## src/rtl/ifu_fetch_queue.sv

```systemverilog
// ifu_fetch_queue: PC generation and instruction buffering ahead of decode.
//
// The fetch PC drives a combinational instruction memory every cycle. The returned
// 32-bit word is captured with its PC into a small FIFO. Decode sees the FIFO head
// over a valid/ready handshake. A redirect flushes the FIFO and restarts fetch.
//
// Optional feature (macro IFU_HALT_ON_ZERO_EN): a fetched all-zero word is not
// enqueued. Instead, fetch halts at that address until a reset or a redirect.
// When the macro is undefined, zero words are ordinary instructions and halted is 0.
//
// Ports:
//   clock, reset            rising-edge clock, synchronous active-high reset
//   imem_pc / imem_instr    fetch address out, instruction word back (same cycle)
//   redirect_valid/_pc      flush the queue and restart fetch at redirect_pc (word aligned)
//   dec_valid/_ready        head-of-queue handshake toward decode
//   dec_instr / dec_pc      head entry, forced to 0 when the queue is empty
//   count                   current occupancy
//   halted                  fetch stopped on a zero word (optional feature only)

module ifu_fetch_queue #(
  parameter logic [63:0] RESET_PC = 64'h0,
  parameter int unsigned DEPTH    = 4,
  parameter int unsigned CNT_W    = $clog2(DEPTH + 1)
) (
  input  logic             clock,
  input  logic             reset,
  output logic [63:0]      imem_pc,
  input  logic [31:0]      imem_instr,
  input  logic             redirect_valid,
  input  logic [63:0]      redirect_pc,
  output logic             dec_valid,
  input  logic             dec_ready,
  output logic [31:0]      dec_instr,
  output logic [63:0]      dec_pc,
  output logic [CNT_W-1:0] count,
  output logic             halted
);

  localparam int unsigned PtrW = (DEPTH > 1) ? $clog2(DEPTH) : 1;
  localparam logic [CNT_W-1:0] FullCount = CNT_W'(DEPTH);

  // Queue storage. It is not reset because occupancy alone decides what is visible.
  logic [63:0] pc_mem_q    [DEPTH];
  logic [31:0] instr_mem_q [DEPTH];

  logic [PtrW-1:0]  rd_ptr_q, wr_ptr_q;
  logic [CNT_W-1:0] count_q;
  logic [63:0]      fetch_pc_q;
  logic             halted_int;

  logic pop;
  logic push;
  logic fetch_ok;
  logic halt_set;

  // The two low bits of redirect_pc are dropped to force word alignment.
  logic unused_redirect_lsbs;
  assign unused_redirect_lsbs = ^redirect_pc[1:0];

  assign dec_valid = (count_q != '0);
  assign pop       = dec_valid & dec_ready;

  // A fetch is attempted whenever there is room. The room may be freed by a pop in
  // this same cycle, which gives the accepted combinational path from dec_ready.
  assign fetch_ok = !reset & !redirect_valid & !halted_int & ((count_q < FullCount) | pop);

`ifdef IFU_HALT_ON_ZERO_EN
  logic halted_q;
  logic zero_word;

  assign zero_word  = (imem_instr == 32'h0);
  assign push       = fetch_ok & !zero_word;
  assign halt_set   = fetch_ok & zero_word;
  assign halted_int = halted_q;

  always_ff @(posedge clock) begin
    if (reset) begin
      halted_q <= 1'b0;
    end else if (redirect_valid) begin
      halted_q <= 1'b0;
    end else if (halt_set) begin
      halted_q <= 1'b1;
    end
  end
`else
  assign push       = fetch_ok;
  assign halt_set   = 1'b0;
  assign halted_int = 1'b0;

  logic unused_halt_set;
  assign unused_halt_set = halt_set;
`endif

  // Fetch PC, pointers and occupancy.
  // A halted or full fetch leaves fetch_pc where it is, so the stalled word is re-fetched later.
  always_ff @(posedge clock) begin
    if (reset) begin
      fetch_pc_q <= RESET_PC;
      rd_ptr_q   <= '0;
      wr_ptr_q   <= '0;
      count_q    <= '0;
    end else if (redirect_valid) begin
      // A pop offered this cycle is dropped together with the rest of the queue.
      fetch_pc_q <= {redirect_pc[63:2], 2'b00};
      rd_ptr_q   <= '0;
      wr_ptr_q   <= '0;
      count_q    <= '0;
    end else begin
      if (push) begin
        fetch_pc_q <= fetch_pc_q + 64'd4;
        wr_ptr_q   <= wr_ptr_q + PtrW'(1);
      end
      if (pop) begin
        rd_ptr_q <= rd_ptr_q + PtrW'(1);
      end
      unique case ({push, pop})
        2'b10:   count_q <= count_q + CNT_W'(1);
        2'b01:   count_q <= count_q - CNT_W'(1);
        default: count_q <= count_q;
      endcase
    end
  end

  // A push never happens during reset or redirect, so the storage write needs no other qualifier.
  always_ff @(posedge clock) begin
    if (push) begin
      pc_mem_q[wr_ptr_q]    <= fetch_pc_q;
      instr_mem_q[wr_ptr_q] <= imem_instr;
    end
  end

  always_comb begin
    imem_pc   = fetch_pc_q;
    count     = count_q;
    halted    = halted_int;
    dec_pc    = 64'h0;
    dec_instr = 32'h0;
    if (dec_valid) begin
      dec_pc    = pc_mem_q[rd_ptr_q];
      dec_instr = instr_mem_q[rd_ptr_q];
    end
  end

endmodule

```

## config.mk

```make
export PLATFORM = sky130hd
export DESIGN_NAME = ifu_fetch_queue
export DESIGN_NICKNAME = d
export VERILOG_FILES = /design/src/rtl/ifu_fetch_queue.sv
export SDC_FILE = /design/constraint.sdc
export NUM_CORES = 1
export LEC_CHECK = 0
export CORE_MARGIN = 2
export CORE_UTILIZATION = 59
export CTS_BUF_LIST = sky130_fd_sc_hd__clkbuf_4 sky130_fd_sc_hd__clkbuf_8 sky130_fd_sc_hd__clkbuf_16
export DETAILED_ROUTE_END_ITERATION = 10
export GPL_TIMING_DRIVEN = 0
export PLACE_DENSITY_LB_ADDON = 0.08
export SYNTH_ARGS = -nofsm -noshare
export SYNTH_HDL_FRONTEND = slang
export SYNTH_SLANG_ARGS = --single-unit
```

## constraint.sdc

```tcl
create_clock -name clock -period 9 [get_ports clock]
set_input_delay 1.8 -clock clock [delete_from_list [all_inputs] [get_ports clock]]
set_output_delay 1.8 -clock clock [all_outputs]
set_load 0.02 [all_outputs]
```

After elaboration in Yosys (flattened, before gate mapping)

Memories as Yosys holds them, arrays and structs flattened. A register that Yosys moved wholly into a read port is not among the register bits.
Cells that the tools add are included.
W data, S select, Z words.

Bits in registers: 71
Bits in writable memories: 384
Word-level logic and storage cells: 36
Bits of input ports: 100
Output and inout bits: 165
Memories kept: 2

Bitwise logic cells: 4
Equality and inequality tests: 2
Add/subtract/negate cells: 5
$lt $le $gt $ge: 1
Mux-type cells: 11
Reductions and logical operators: 6

Memories:

| memory      | words | bits a word | rd ports | clocked after memory_dff | wr ports | RTL line | text |
|---|---|---|---|---|---|---|---|
| pc_mem_q    | 4     | 64          | 1        | 1                        | 1        | 43       | `logic [63:0] pc_mem_q [DEPTH];` |
| instr_mem_q | 4     | 32          | 1        | 1                        | 1        | 44       | `logic [31:0] instr_mem_q [DEPTH];` |

Operator list:

| kind                    | count |
|---|---|
| $mux W64                | 3 |
| $add A64 B3 Y64 const B | 1 |
| $mux W32                | 1 |
| $mux W2                 | 4 |
| $pmux W3 S2             | 1 |
| $add A2 B1 Y2 const B   | 2 |
| $reduce_bool A2 Y1      | 2 |
| $add A3 B1 Y3 const B   | 1 |
| $and A1 B1 Y1           | 3 |
| $lt A3 B3 Y1 const B    | 1 |
| $reduce_bool A3 Y1      | 1 |
| $sub A3 B1 Y3 const B   | 1 |
| $eq A2 B1 Y1 const B    | 1 |
| $eq A2 B2 Y1 const B    | 1 |
| $logic_not A1 Y1        | 2 |
| $mux W1                 | 2 |
| $reduce_or A2 Y1        | 1 |
| $or A1 B1 Y1            | 1 |

Depth between registers and ports, before layout

Gate-level depths: netlist of run 1.

Depth in word-level cells: 6
Depth in mapped cells: 10
Mapped depth without buffers: 9

Least setup slack after synthesis of run 1

No wires, ideal clock.

Path kind: input-to-reg
Start point: in redirect_valid
End point: mem instr_mem_q[0][0] (enable)
Buffers on the path: 2
Setup time: 0.464 ns
Required time: 8.536 ns
Data arrival time: 4.669 ns
Stages: 4
Path slack: 3.867 ns
Path through: buf_2 -> clkbuf_1 -> nor2_1 -> and3_1

Longest elaborated chain between the ends: 5

RTL lines:

| item                          | RTL line | text |
|---|---|---|
| start, declared               | 29       | `input logic redirect_valid,` |
| $logic_not A1 Y1              | 65       | `assign fetch_ok = !reset & !redirect_valid & !halted_int & ((count_q < FullCount) \| pop);` |
| $and A1 B1 Y1 (2 in a row)    | 65       |  |
| $mux W1                       | 126      | `if (push) begin` |
| $mux W1 (not written as such) | 128      | `instr_mem_q[wr_ptr_q] <= imem_instr;` |
| end, declared                 | 44       |  |

Every way passes these cells.

==> results by group, run 1 <==
Die
  – Core ar.: ~30000 µm²
  – Core Rows: between 60 and 70
  – Die area: approximately 33000 µm²
  – DIE HEIGHT: between 150 and 200 µm
  – Die width: 181 µm
  – IO Pins: ~270
  – Initial Utilization: roughly 60%

Worst setup path
  – Crit Path Max Fanout: 10
  – Reg2Reg Setup Slack: around 5.9 ns
  – CP Capture Type: output port
  – Reg2Reg Capture Point: imem_pc[52]
  – FF-to-FF Start: imem_pc[3]
  – Register-to-Register Path Depth: 6
  – Arr. time, crit path: approximately 3.7 ns
  – Worst EP required: between 7 and 8 ns
  – CP startpoint kind: register
  – Crit Path Class: register to output port

Placement
  – Final HPWL DP: 29800 µm
  – GP Congestion: 0.881
  – Placed Instances: ~1800
  – Pre-CTS setup slack: 4.13 ns
  – Area after DPL: ~22000 µm²
  – I/O Buffers: 255

STA
  – Slew Viols, Final: 0
  – Final period util: between 60 and 70%
  – Setup-failing EPs final: 0
  – Unrepaired setup endpoints after global routing: false
  – Final hold slack: a little under 0.5 ns
  – Max-slew headroom: 33.1%
  – Fin Setup TNS: 0 ns
  – Worst Tran Pin Value: between 1 and 1.5 ns
  – Tmin final: ~5.4 ns
  – FMAX: around 0.18 GHz
  – Final hold vios: 0
  – Clock Skew: roughly 0.016 ns
  – Final WS setup: 3.55 ns

Synthesis
  – Syn. warnings: 0
  – Seq/Total Area, Yosys: between 60% and 70%
  – Synth Instances: between 1000 and 1500
  – Number of flops mapped to enable cells by yosys: approximately 380
  – Main synth FF type: edfxtp_1
  – #FFs+latches synth: between 400 and 500
  – Avg Cell Area, Syn: around 16 µm²
  – Post-Syn Area: between 15000 and 20000 µm²
  – Ys async rst share: 0%
  – Yosys cell types: between 50 and 60

CTS
  – Root buffer cell: clkbuf_16
  – Total CTS buffers: 44
  – Post-cts sizing count: 0
  – Clk_lat worst skew: approximately 0.55 ns
  – Setup bufs post-CTS: 0
  – H-tree depth: 2
  – Cts hold-fix bufs: 0
  – Reg clk slew, reported paths: about 0.06 ns
  – Clk buf depth: 3
  – CTS tree: done
  – Num Clock Sinks: 447

GRT
  – First-pass GRT wire length: just under 70000 µm
  – Largest net degree at the start of global routing: 56
  – Global-route total usage across every layer: ~28%
  – GRT overflow: 0
  – Initial antenna violation count: 10
  – Vias in the first global route: 11700

Min path
  – Worst Hold Endpoint: wr_ptr_q[1]
  – Hold WC Path Type: register to register
  – HP Start: wr_ptr_q[1]
  – Hold path depth: 2

Route
  – Post-route DRC: 0
  – Vias: approximately 12000
  – Routed wire length: 45500 µm
  – Vias per cell: roughly 6
  – DRT Pass-1 Iters: 7
  – First DRT Iteration DRCs: between 1000 and 1500
  – Final ANT Viol Nets: 0
  – Routed len/inst: 23.9 µm

Power
  – PD cells: around 200 nW/µm²
  – Static leakage: around 7.4 nW
  – Worst VDD drop: about 0.19 mV
  – Design Power: ~4.6 mW

Finish
  – Multi-input gate area: roughly 5400 µm²
  – Nets@finish: 1576
  – Final cell count without fillers: ~1900
  – Most common cell after layout, fill and taps aside: edfxtp_1
  – Final Util: 75.5%
  – Commonest non-fill, non-tap cells in the layout: 376 x edfxtp_1, 255 x clkdlybuf4s50_1, 98 x and2_1
  – Area grow syn2layout: 25.6%
  – Layout cells sized above 1: 13.7%
  – Filler cell count: ~1900
  – FF+latch area: approximately 13000 µm²
  – Design area: about 23000 µm²

Outcome
  – Status: complete, no violations

Run
  – Max-cap violation count: 0
-- flip-flops by register name, indices dropped and copies added (netlist names), named ones only --
signal,cells
pc_mem_q,248
instr_mem_q,128
imem_pc,62
count,3
rd_ptr_q,2
wr_ptr_q,2
-- layout make-up --
class                      instances  area share, %
buffer                            63           1.21
inverter                          23          0.373
tap                              396           2.14
antenna                            4         0.0432
sequential                       447           54.9
clock inverter                    31           1.50
timing repair buffer             259           11.5
multi-input combinational        631           23.3
clock buffer                      51           5.06
-- worst max path at each step --
stage | start | to
3_5_place_dp | register | dec_pc[61]
2_1_floorplan | redirect_valid | instr_mem_q[0][0]
5_1_grt | register | dec_pc[54]
6_report | register | dec_pc[56]
3_3_place_gp | dec_ready | pc_mem_q[0][36]
4_1_cts | register | dec_pc[61]
-- where the power goes --
part           internal [mW]  switching [mW]
combinational          0.161           0.168
clock                   1.14           0.769
sequential              2.31          0.0655
-- routing by layer --
metal	part of all wire [%]	vias to the layer above	routed length (µm)	track usage (%)
li1	-	5208	-	-
met1	40	5847	18000	37.8
met2	49	571	22400	45.1
met3	8.3	98	3770	6.07
met4	2.6	12	1190	8.29
met5	0.19	-	85	0
-- cell usage after synthesis (11+ instances only) --
library cell / n / area [µm²]
a211oi_1: 11 / 82.6
a21oi_1: 23 / 115
a311oi_1: 17 / 149
a31oi_1: 12 / 75.1
and2_1: 98 / 613
clkbuf_1: 42 / 158
dfxtp_1: 71 / 1420
edfxtp_1: 376 / 11300
inv_1: 21 / 78.8
mux4_2: 94 / 2120
nand2_1: 63 / 236
nand3_1: 42 / 210
nand4_1: 33 / 206
nor2_1: 62 / 233
nor4_1: 16 / 100
o21ai_0: 14 / 70.1
or3_1: 16 / 100
or4_1: 16 / 120
xnor2_1: 11 / 96.3
xor2_1: 14 / 123
-- cell families (layout without fill, tap and decap cells) --
logic type | count (synthesis) | after routing | share of synthesized area, %
AOI/OAI and AO/OA | 117 | 117 | 4.42
xor gates and xnor gates | 25 | 25 | 1.19
adders and majority gates | 7 | 7 | 0.516
buffers and inverters | 86 | 427 | 1.99
DFF | 447 | 447 | 69.0
muxes | 97 | 97 | 11.7
other | 1 | 9 | 0.0203
and+or+nand+nor | 380 | 380 | 11.3
-- worst max-delay path, cell delays in order (launching register included) --
cell and delay (ns):
dfxtp_1 0.31, clkbuf_1 0.22, buf_1 0.78, buf_2 0.50, mux4_2 0.58, and2_1 0.18, clkdlybuf4s50_1 0.53
Note: power is estimated with default switching activity, not from simulation.
==> run 2: changes to the inputs <==
--- a/config.mk
+++ b/config.mk
@@ -6,7 +6,7 @@
 export NUM_CORES = 1
 export LEC_CHECK = 0
 export CORE_MARGIN = 2
-export CORE_UTILIZATION = 59
+export CORE_UTILIZATION = 55
 export CTS_BUF_LIST = sky130_fd_sc_hd__clkbuf_4 sky130_fd_sc_hd__clkbuf_8 sky130_fd_sc_hd__clkbuf_16
 export DETAILED_ROUTE_END_ITERATION = 10
 export GPL_TIMING_DRIVEN = 0
==> constraint.sdc (replaced) <==
create_clock -name clock -period 5.65 [get_ports clock]
set_input_delay 1.13 -clock clock [delete_from_list [all_inputs] [get_ports clock]]
set_output_delay 1.13 -clock clock [all_outputs]
set_load 0.02 [all_outputs]
==> run 2 against run 1 <==
  * First-iteration DRC count decreased by 21%
  * Non-clock buffer count unchanged
  * Combinational power grew 59%
  * Sequential share of layout area down 0.059 points
  * Total power is 57% higher
  * Core utilization decreased by 5.8 points
  * Largest cell class unchanged
==> results by group, run 2 (same netlist as run 1, synthesis figures left out) <==
Outcome
  – Status: complete, no violations

STA
  – Final hold vios: 0
  – Clock Skew: roughly 0.011 ns
  – Tmin final: 4.67 ns
  – Max-slew headroom: between 30% and 40%
  – Setup-failing EPs final: 0
  – Unrepaired setup endpoints after global routing: false
  – Worst Tran Pin Value: between 0.9 and 1 ns
  – Slew Viols, Final: 0
  – FMAX: roughly 0.21 GHz
  – Final period util: around 83%

CTS
  – Cts hold-fix bufs: 0
  – Clk buf depth: 3
  – H-tree depth: 2
  – CTS tree: done
  – Total CTS buffers: 45
  – Clk_lat worst skew: between 0.5 and 0.6 ns
  – Root buffer cell: clkbuf_16
  – Setup bufs post-CTS: 0
  – Reg clk slew, reported paths: about 0.06 ns
  – Num Clock Sinks: between 400 and 500
  – Post-cts sizing count: 0

GRT
  – Global-route total usage across every layer: 25.6%
  – Vias in the first global route: 11500
  – First-pass GRT wire length: ~69000 µm
  – Largest net degree at the start of global routing: 60
  – GRT overflow: 0
  – Initial antenna violation count: 3

Placement
  – I/O Buffers: roughly 260
  – Area after DPL: about 22000 µm²
  – Final HPWL DP: around 30000 µm
  – GP Congestion: slightly below 0.9
  – Placed Instances: between 1500 and 2000

Worst setup path
  – Reg2Reg Capture Point: imem_pc[38]
  – Crit path to: dec_pc[57]
  – Crit Path Max Fanout: 10
  – CP Capture Type: output port
  – Reg2Reg Setup Slack: about 2.6 ns
  – CP startpoint kind: register
  – Arr. time, crit path: around 3.5 ns
  – Crit Path Class: register to output port
  – FF-to-FF Start: imem_pc[25]
  – Register-to-Register Path Depth: 5
  – Worst EP required: roughly 4.5 ns

Route
  – DRT Pass-1 Iters: 7
  – Routed wire length: roughly 45000 µm
  – Routed len/inst: about 23 µm
  – Vias per cell: ~6
  – Post-route DRC: 0
  – Final ANT Viol Nets: 0
  – First DRT Iteration DRCs: 1031
  – Vias: 11700

Die
  – DIE HEIGHT: 187 µm
  – Core Rows: 67
  – Initial Utilization: 55.4%
  – IO Pins: 265
  – Die area: 35000 µm²
  – Die width: around 190 µm
  – Core ar.: 33300 µm²

Power
  – PD cells: around 310 nW/µm²
  – Static leakage: between 7 and 8 nW
  – Worst VDD drop: roughly 0.24 mV

Finish
  – Largest reg by FF count: pc_mem_q
  – Most common cell after layout, fill and taps aside: edfxtp_1
  – Multi-input gate area: between 5000 and 6000 µm²
  – FF+latch area: roughly 13000 µm²
  – Final Util: 69.7%
  – Layout cells sized above 1: 13.3%
  – Design area: 23200 µm²
  – Area grow syn2layout: 25.7%
  – Filler cell count: roughly 2300
  – Final cell count without fillers: just under 2000
  – Max reg flops: roughly 250
  – Nets@finish: 1577
  – Commonest non-fill, non-tap cells in the layout: 376 x edfxtp_1, 255 x clkdlybuf4s50_1, 98 x and2_1

Run
  – Max-cap violation count: 0

Min path
  – HP Start: wr_ptr_q[1]
  – Hold WC Path Type: register to register
==> run 2: cell count changes in the layout (fill, tap and decap cells not counted), sizes merged <==
cell      delta
clkbuf       +4
bufinv       -3
clkinv       +2
diode        -2
clkinvlp     -1
==> run 2: where the power goes <==
part           internal, mW  total [mW]  leakage (nW)  switching [mW]
Sequential             3.67        3.78          4.03           0.105
Combinational         0.256       0.522          2.58           0.266
Clock                  1.75        2.95         0.734            1.21
==> run 2: metal layers <==
layer | up-vias | share of wire (%) | GRT usage [%]
met2 | 474 | 48 | 41.3
met5 | - | 0 | 0
li1 | 5211 | - | -
met1 | 5876 | 42 | 35.8
met3 | 89 | 7.3 | 4.84
met4 | 0 | 3.0 | 8.06
==> run 2: layout make-up <==
type,instances,area share (%)
repair buffers,259,11.5
inverters,23,0.372
flip-flops and latches,447,54.8
well taps,448,2.42
plain buffers,63,1.21
clock buffers,55,5.36
multi-input cells,631,23.3
clock inverters,29,1.04
diodes,2,0.0216
==> run 2: worst max-delay path: stages (launching register included) <==
cell             delay, ns
dfxtp_1               0.31
clkbuf_1              0.23
buf_1                 0.69
buf_2                 0.48
mux4_2                0.57
and2_1                0.18
clkdlybuf4s50_1       0.55
==> run 2: stage by stage <==
stage               hold slack, ns  TNS (ns)  setup WS (ns)  power (mW)
floorplan                    0.462         0           1.19        4.07
global placement             0.476   -407.32          -1.12        4.36
detailed placement           0.490         0           1.46        4.37
CTS                          0.499         0          0.888        7.29
global route                 0.531         0          0.766        7.47
finish                       0.510         0          0.979        7.25
==> run 2: worst min-delay path by stage <==
stage / to / slack [ns] / cells after the start
global route: wr_ptr_q[1] / 0.53 / 2
floorplan: wr_ptr_q[1] / 0.46 / 2
CTS: wr_ptr_q[1] / 0.50 / 2
global placement: wr_ptr_q[1] / 0.48 / 2
finish: wr_ptr_q[1] / 0.51 / 2
detailed placement: wr_ptr_q[1] / 0.49 / 2
==> run 3: changes to the inputs <==
--- a/config.mk
+++ b/config.mk
@@ -6,7 +6,7 @@
 export NUM_CORES = 1
 export LEC_CHECK = 0
 export CORE_MARGIN = 2
-export CORE_UTILIZATION = 55
+export CORE_UTILIZATION = 49
 export CTS_BUF_LIST = sky130_fd_sc_hd__clkbuf_4 sky130_fd_sc_hd__clkbuf_8 sky130_fd_sc_hd__clkbuf_16
 export DETAILED_ROUTE_END_ITERATION = 10
 export GPL_TIMING_DRIVEN = 0
==> constraint.sdc (replaced) <==
create_clock -name clock -period 3.95 [get_ports clock]
set_input_delay 0.79 -clock clock [delete_from_list [all_inputs] [get_ports clock]]
set_output_delay 0.79 -clock clock [all_outputs]
set_load 0.02 [all_outputs]
==> run 3 against run 2 <==
  * Combinational power grew 43%
  * Clock skew grew 0.012 ns
  * Sequential power grew 43%
  * Flip-flop and latch count is the same
  * Via count shrank 1.1%
  * Critical path type unchanged
  * Largest power group unchanged
  * Highest routed layer is now met5
==> results by group, run 3 (same netlist as run 1, synthesis figures left out) <==
Outcome
  – Status: complete, no violations

Worst setup path
  – Crit Path Class: register to output port
  – Register-to-Register Path Depth: 6
  – Crit Path Max Fanout: 10
  – CP Capture Type: output port
  – FF-to-FF Start: imem_pc[3]
  – CP startpoint kind: register
  – Reg2Reg Setup Slack: approximately 0.82 ns
  – Arr. time, crit path: between 3 and 4 ns
  – Reg2Reg Capture Point: imem_pc[52]
  – Worst EP required: around 3.2 ns

STA
  – FMAX: ~0.26 GHz
  – Worst Tran Pin Value: approximately 0.99 ns
  – Final WS setup: roughly 0.15 ns
  – Unrepaired setup endpoints after global routing: false
  – Slew Viols, Final: 0
  – Setup-failing EPs final: 0
  – Clock Skew: ~0.023 ns
  – Max-slew headroom: between 30 and 40%
  – Final hold vios: 0
  – Final period util: between 90% and 100%
  – Tmin final: approximately 3.8 ns

Finish
  – Final cell count without fillers: between 2000 and 2500
  – Filler cell count: roughly 2900
  – Area grow syn2layout: 26.7%
  – Max reg flops: 248
  – Design area: roughly 23000 µm²
  – FF+latch area: 12700 µm²
  – Multi-input gate area: around 5400 µm²
  – Layout cells sized above 1: between 10% and 20%
  – Commonest non-fill, non-tap cells in the layout: 376 x edfxtp_1, 255 x clkdlybuf4s50_1, 98 x and2_1
  – Largest reg by FF count: pc_mem_q
  – Most common cell after layout, fill and taps aside: edfxtp_1
  – Final Util: a little over three fifths
  – Nets@finish: about 1600

CTS
  – Clk buf depth: 3
  – Clk_lat worst skew: 0.56 ns
  – Setup bufs post-CTS: 0
  – Root buffer cell: clkbuf_16
  – H-tree depth: 2
  – Cts hold-fix bufs: 0
  – Post-cts sizing count: 23
  – Reg clk slew, reported paths: approximately 0.06 ns
  – Num Clock Sinks: around 450
  – Total CTS buffers: 47
  – CTS tree: done

Route
  – Routed len/inst: around 23 µm
  – Vias per cell: approximately 5.7
  – Vias: 11500
  – Post-route DRC: 0
  – First DRT Iteration DRCs: about 770
  – Final ANT Viol Nets: 0
  – DRT Pass-1 Iters: 5
  – Routed wire length: about 46000 µm

Die
  – DIE HEIGHT: 198 µm
  – Initial Utilization: between 40% and 50%
  – IO Pins: ~270
  – Die area: approximately 39000 µm²
  – Core Rows: between 70 and 80
  – Die width: approximately 200 µm
  – Core ar.: 37400 µm²

Placement
  – Placed Instances: between 1500 and 2000
  – Pre-CTS setup slack: approximately 0.050 ns
  – Area after DPL: roughly 22000 µm²
  – GP Congestion: between 0.8 and 0.9
  – Final HPWL DP: 31000 µm
  – I/O Buffers: ~260

GRT
  – Largest net degree at the start of global routing: between 50 and 60
  – First-pass GRT wire length: 69400 µm
  – Vias in the first global route: around 12000
  – GRT overflow: 0
  – Global-route total usage across every layer: between 20% and 30%
  – Initial antenna violation count: 6

Power
  – PD cells: between 400 and 500 nW/µm²
  – Design Power: ~10 mW
  – Worst VDD drop: about 0.33 mV
  – Static leakage: approximately 7.4 nW

Run
  – Max-cap violation count: 0

Min path
  – Worst Hold Endpoint: wr_ptr_q[1]
  – Hold path depth: 2
  – Hold WC Path Type: register to register
  – HP Start: wr_ptr_q[1]
[run 3: cell count changes in the layout (fill, tap and decap cells not counted), sizes merged]
cell | previous run | this run
buf | 25 | 24
clkdlybuf4s15 | 0 | 1
clkinv | 21 | 18
diode | 2 | 3
clkbuf | 97 | 103
bufinv | 4 | 3
clkinvlp | 2 | 3
[run 3: worst max path at each step]
stage                   startpoint           endpoint  slack (ns)  cells after the start
floorplan           redirect_valid  instr_mem_q[0][0]        0.90                      4
global placement         dec_ready    pc_mem_q[0][33]       -0.71                      4
detailed placement        register         dec_pc[34]        0.05                      6
CTS                       count[2]         dec_pc[36]        0.06                      5
global route              register         dec_pc[34]       0.004                      6
finish                    register         dec_pc[34]        0.15                      5
[run 3: metrics by stage]
stage	TNS (ns)	hold slack, ns
after global placement	-260.31	0.481
after floorplan	0	0.462
after global routing	0	0.529
after CTS	0	0.499
final	0	0.504
after detailed placement	0	0.492
[run 3: area by class of cell]
cell class                 count  share of cell area (%)
sequential                   447                    54.4
multi-input combinational    631                    23.1
timing repair buffer         259                    11.4
clock buffer                  61                    5.64
tap                          511                    2.74
buffer                        63                    1.38
clock inverter                26                   0.921
inverter                      23                   0.370
antenna                        3                  0.0321
[run 3: worst max-delay path, cell delays in order, from the launching register on]
cell             delay [ns]
dfxtp_1                0.45
clkdlybuf4s15_2        0.51
clkbuf_2               0.38
mux4_2                 0.36
and2_1                 0.19
clkdlybuf4s50_1        0.55
[run 3: metal layers]
layer	wire [µm]	part of all wire [%]	track usage (%)
met2	22300	49	38.7
met5	55	0.12	0
met4	1100	2.4	7.07
met3	3050	6.7	4.94
met1	19400	42	32.5
[run 3: where the power goes]
| group | internal [mW] | switching [mW] | total [mW] |
|---|---|---|---|
| clock network | 2.55 | 1.77 | 4.32 |
| logic | 0.368 | 0.382 | 0.749 |
| registers | 5.25 | 0.149 | 5.40 |
